<file path="src/rtl/spi_pkg.sv">
// Shared definitions for the NITTA <-> SPI splitters: subframe sizing
// helpers and the two-state transfer FSM encoding.
package spi_pkg;

  typedef enum logic {
    IDLE = 1'b0,
    SEND = 1'b1
  } spi_state_t;

  // Number of SPI subframes that make up one NITTA word.
  function automatic int unsigned subframe_number(input int unsigned data_width,
                                                  input int unsigned spi_data_width);
    return data_width / spi_data_width;
  endfunction

  // Counter must hold the value SUBFRAME_NUMBER itself, hence the +1.
  function automatic int unsigned counter_width(input int unsigned data_width,
                                                input int unsigned spi_data_width);
    return $clog2(data_width / spi_data_width) + 1;
  endfunction

endpackage

</file>
<file path="src/rtl/spi_ready_edge_detector.sv">
// Detects the 0->1 transition of the SPI engine ready level, which marks
// that the currently offered byte has been taken.
module spi_ready_edge_detector (
  input  logic clk,
  input  logic rst,
  input  logic spi_ready,
  output logic consume
);

  logic spi_ready_prev;

  // Previous sample resets high so a ready line that is already high out of
  // reset is not mistaken for a rising edge.
  always_ff @(posedge clk) begin
    if (rst) spi_ready_prev <= 1'b1;
    else     spi_ready_prev <= spi_ready;
  end

  assign consume = spi_ready & ~spi_ready_prev;

endmodule

</file>
<file path="src/rtl/nitta_to_spi_splitter.sv">
// Transmit serializer: takes one NITTA word and hands it to the SPI slave
// engine as MSB-first subframes. A one-word holding register lets the next
// word be posted while the current one is still shifting out.
module nitta_to_spi_splitter
  import spi_pkg::*;
#(
  parameter int unsigned DATA_WIDTH     = 32,
  parameter int unsigned SPI_DATA_WIDTH = 8
) (
  input  logic                      clk,
  input  logic                      rst,
  input  logic                      nitta_valid,
  input  logic [DATA_WIDTH-1:0]     from_nitta,
  output logic                      splitter_busy,
  input  logic                      spi_ready,
  output logic [SPI_DATA_WIDTH-1:0] to_spi,
  output logic                      to_spi_valid,
  output logic                      frame_done
);

  localparam int unsigned SUBFRAME_NUMBER = subframe_number(DATA_WIDTH, SPI_DATA_WIDTH);
  localparam int unsigned CNT_W           = counter_width(DATA_WIDTH, SPI_DATA_WIDTH);
  localparam logic [CNT_W-1:0] CNT_FULL   = CNT_W'(SUBFRAME_NUMBER);
  localparam logic [CNT_W-1:0] CNT_ONE    = CNT_W'(1);

  spi_state_t            state, state_n;
  logic [DATA_WIDTH-1:0] hold, hold_n;
  logic                  hold_full, hold_full_n;
  logic [DATA_WIDTH-1:0] shift, shift_n;
  logic [CNT_W-1:0]      cnt, cnt_n;
  logic                  frame_done_n;
  logic                  consume;

  spi_ready_edge_detector u_edge (
    .clk       (clk),
    .rst       (rst),
    .spi_ready (spi_ready),
    .consume   (consume)
  );

  // All outputs come straight from flops: the shift register is cleared on
  // return to IDLE, so its top slice already reads zero when nothing is sent.
  assign to_spi        = shift[DATA_WIDTH-1 -: SPI_DATA_WIDTH];
  assign to_spi_valid  = (state == SEND);
  assign splitter_busy = hold_full;

  // State, holding register, shifter and counter update.
  always_ff @(posedge clk) begin
    if (rst) begin
      state      <= IDLE;
      hold       <= '0;
      hold_full  <= 1'b0;
      shift      <= '0;
      cnt        <= '0;
      frame_done <= 1'b0;
    end else begin
      state      <= state_n;
      hold       <= hold_n;
      hold_full  <= hold_full_n;
      shift      <= shift_n;
      cnt        <= cnt_n;
      frame_done <= frame_done_n;
    end
  end

  // Next-state logic: accept into the holding register, move held word into
  // the shifter, and step through subframes on each consume.
  // Accept requires hold empty and reload requires hold full, so the two
  // writes to hold_full_n never collide in the same cycle.
  always_comb begin
    state_n      = state;
    hold_n       = hold;
    hold_full_n  = hold_full;
    shift_n      = shift;
    cnt_n        = cnt;
    frame_done_n = 1'b0;

    if (nitta_valid && !hold_full) begin
      hold_n      = from_nitta;
      hold_full_n = 1'b1;
    end

    unique case (state)
      IDLE: begin
        if (hold_full) begin
          shift_n     = hold;
          cnt_n       = CNT_FULL;
          hold_full_n = 1'b0;
          state_n     = SEND;
        end
      end
      SEND: begin
        if (consume) begin
          if (cnt > CNT_ONE) begin
            shift_n = shift << SPI_DATA_WIDTH;
            cnt_n   = cnt - CNT_ONE;
          end else begin
            frame_done_n = 1'b1;
            if (hold_full) begin
              shift_n     = hold;
              cnt_n       = CNT_FULL;
              hold_full_n = 1'b0;
            end else begin
              shift_n = '0;
              cnt_n   = '0;
              state_n = IDLE;
            end
          end
        end
      end
      default: state_n = IDLE;
    endcase
  end

endmodule

</file>
<file path="config.mk">
export PLATFORM = sky130hd
export DESIGN_NAME = nitta_to_spi_splitter
export DESIGN_NICKNAME = d
export VERILOG_FILES = /design/src/rtl/spi_pkg.sv /design/src/rtl/spi_ready_edge_detector.sv /design/src/rtl/nitta_to_spi_splitter.sv
export SDC_FILE = /design/constraint.sdc
export NUM_CORES = 1
export LEC_CHECK = 0
export CAP_MARGIN = 20
export CORE_MARGIN = 2
export CORE_UTILIZATION = 40
export DETAILED_ROUTE_END_ITERATION = 8
export PLACE_DENSITY = 0.63
export SLEW_MARGIN = 5
export SYNTH_ARGS = -nofsm -noshare
export SYNTH_HDL_FRONTEND = slang
export SYNTH_SLANG_ARGS = --single-unit
</file>
<file path="constraint.sdc">
create_clock -name clk -period 2.15 [get_ports clk]
set_input_delay 0.215 -clock clk [delete_from_list [all_inputs] [get_ports clk]]
set_output_delay 0.215 -clock clk [all_outputs]
set_load 0.05 [all_outputs]
</file>
==> results.md <==
- Hold path start: from_nitta[16]
- Vias per cell: 4.94
- R2R Setup Slk: 390 ps
- Setup ws final: 238 ps
- Syn nets: 368
- Achievable frequency: 523 MHz
- Die area: 8270 sq um
- CP required: 1930 ps
- Post-Route WL: 6000 microns
- Core Rows: 31
- R2R cell count: 5
- RSZ-0062 raised after global routing: no
- Synth area leader: dfxtp_1
- Critical Path Start Type: register
- Clk buf depth: 2
- Worst Path Buf+Inv: 1
- Synth top area share: 0.470
- 1st-iter DRT viols: 108
- CP cell instances: clkdlybuf4s50_1
- Gate power share: 0.161
- CTS tree: built
- Reg power frac: 0.510
- Max VDD drop: 0.000342 V
- Slew HR: 0.491
- Crit Reg-Reg Endpoint: shift[23]$_SDFFE_PP0P_
- DP HPWL: 3880 microns
- Sequential area share after synthesis: 0.470
- WP data arrival: 1700 ps
- DR vias: 2290
- Area grow syn2layout: 21.4%
- Total Routing Usage GR: 0.151
- Worst-margin pin slew: 763 ps
- Final hold vios: 0
- Placed inst area: 3500 sq um
- CTS Hold Bufs: 0
- Mean routed wirelength per cell: 12.9 microns
- Most common cell after layout, fill and taps aside: nand2_1
- Crit-path leading delay family: buffers and inverters
- Distinct cells, synth: 30
- Vias in the first global route: 2197
- CP max stage cell: clkdlybuf4s50_1
- Sw frac: 0.276
- I/O pins: 47
- Clock period minus worst slack: 1910 ps
- Synthesized area: 3020 sq um
- Hold Path Class: in -> reg
- Share of layout cells above drive strength 1: 0.195
- Hold path depth: 3
- Net total in the final layout: 398
- Pre-Repair DR Iteration Count: 5
- Yosys reg bits: 71
- Place WS: 348 ps
- Htree depth: 3
- Routed Antenna Nets: 0
- Yosys warns: 0
- Postcts setup bufs: 0
- Psw: 0.788 mW
- Die width: 91.0 microns
- Initial Util: 0.415
- Avg Cell Area, Syn: 9.16 sq um
- CP endpoint kind: output port
- First-pass GRT wire length: 10100 microns
- Port bufs: 46
- Synth area leaders: dfxtp_1 (47%), a221oi_2 (10%), nand2_1 (9.3%), a21oi_1 (7.3%), nor3_2 (6.6%)
- Most frequent cells in the layout: nand2_1 (75), dfxtp_1 (71), clkdlybuf4s50_1 (45)
- Period utilization: 0.889
- RePlAce Congestion: 0.717
- CP Max Fanout: 7
- Internal power: 2.07 mW
- Clock power share: 0.329
- PwrDens: 778 nW/um^2
- DR DRC count: 0
- Worst-skew pair later-pin latency: 340 ps
- Critical R2R Launch: splitter_busy$_SDFF_PP0_
- Post-CTS sizing: 0
- Crit-path max cell delay: 870 ps
- Core area: 7290 sq um
- Endpoint, Worst Hold: hold[16]$_SDFFE_PP0P_
- Post-route setup TNS: 0 ps
- CTS buffer count: 9
- Skew final: 5.44 ps
- WS Path Type: reg -> out
- Die Y-Extent: 91.0 microns
- Maxcap violations: 0
- Fin. max-slew vios: 0
- Largest net degree at the start of global routing: 38
- Syn Inst Count: 330
- Run status: finished, final reports clean
- Antenna diodes: 0
- # setup viols final: 0
- Sink Count: 71
- Final instance area: 3670 sq um
- Antenna violations before repair: 0
- Grt total ovfl: 0
- Clock-pin slew on the worst setup and hold paths: 70 ps
- CTS Root Cell: clkbuf_8
- Lkg Pwr: 1.37 nW
## layer usage
layer / global-route usage / vias to the layer above / wire length [microns]
met5: 0 / - / 0
met4: 0.0682 / 0 / 65
met3: 0.0382 / 7 / 227
met2: 0.236 / 49 / 2790
met1: 0.197 / 1040 / 2920
li1: - / 1194 / -
## through the flow
stage,std cells,total power [mW],util,hold WS [ps]
6_report,464,2.86,0.504,418
5_1_grt,464,3.00,0.504,404
4_1_cts,464,2.89,0.504,405
3_5_place_dp,448,1.95,0.480,450
3_3_place_gp,448,1.94,0.480,446
2_1_floorplan,330,1.81,-,322
## cell usage after synthesis
| master | n |
|---|---|
| nor3_2 | 20 |
| o21ai_1 | 1 |
| nor2_1 | 25 |
| nand2b_1 | 1 |
| buf_2 | 4 |
| o21ai_0 | 1 |
| nor2b_1 | 1 |
| o31ai_4 | 1 |
| a21oi_1 | 44 |
| ha_1 | 2 |
| a221oi_1 | 3 |
| nand3_1 | 8 |
| o22ai_1 | 1 |
| nor3b_1 | 1 |
| o21ba_4 | 1 |
| nand3b_2 | 1 |
| clkbuf_1 | 15 |
| o21a_1 | 2 |
| a221oi_2 | 21 |
| or3_1 | 2 |
| nand2_1 | 75 |
| nor3_1 | 4 |
| buf_4 | 10 |
| o41ai_1 | 1 |
| inv_1 | 5 |
| o21ai_2 | 1 |
| dfxtp_1 | 71 |
| or2_2 | 1 |
| nor4_1 | 1 |
| buf_6 | 6 |
## registers in the layout, summed over array words and instances, names as in the netlist
register and cells:
frame_done 1, cnt 3, splitter_busy 1, u_edge.spi_ready_prev 1
shift 32, to_spi_valid 1, hold 32
## tightest hold or removal path, delay by kind of cell
family / cells / cell delay, ps
buf+inv: 1 / 390
simple gates: 1 / 50
compound gates: 1 / 50
## power by group through the flow
stage | clock network [mW] | registers (mW) | logic (mW)
floorplan | 0 | 1.48 | 0.331
detailed placement | 0 | 1.49 | 0.462
finish | 0.940 | 1.46 | 0.459
global placement | 0 | 1.49 | 0.454
global route | 1.03 | 1.47 | 0.503
CTS | 0.966 | 1.46 | 0.463
## cell families (layout without fill, tap and decap cells)
kind of cell / after synthesis / after routing / share of synthesized area
AO/OA/AOI/OAI: 77 / 77 / 0.214
adder cells (fa/ha/maj): 2 / 2 / 0.00827
buffers and inverters: 40 / 75 / 0.0786
flip-flops: 71 / 71 / 0.470
AND/OR/NAND/NOR: 140 / 140 / 0.229
## worst max-delay path by stage
stage	from	end	slack, ps	cells past startpoint
finish	to_spi_valid$_SDFF_PP0_	to_spi_valid	240	1
global route	to_spi_valid$_SDFF_PP0_	to_spi_valid	170	1
CTS	to_spi_valid$_SDFF_PP0_	to_spi_valid	210	1
detailed placement	spi_ready	shift[23]$_SDFFE_PP0P_	350	6
global placement	spi_ready	shift[23]$_SDFFE_PP0P_	390	6
floorplan	splitter_busy$_SDFF_PP0_	shift[10]$_SDFFE_PP0P_	400	6
## cell type report
class | instances | area [sq um]
multi-input combinational | 219 | 1370
fill | 708 | 3620
inverter | 5 | 18.8
clock buffer | 12 | 155
tap | 99 | 124
timing repair buffer | 54 | 566
clock inverter | 4 | 20.0
sequential | 71 | 1420
(Power assumes the default switching activity.)
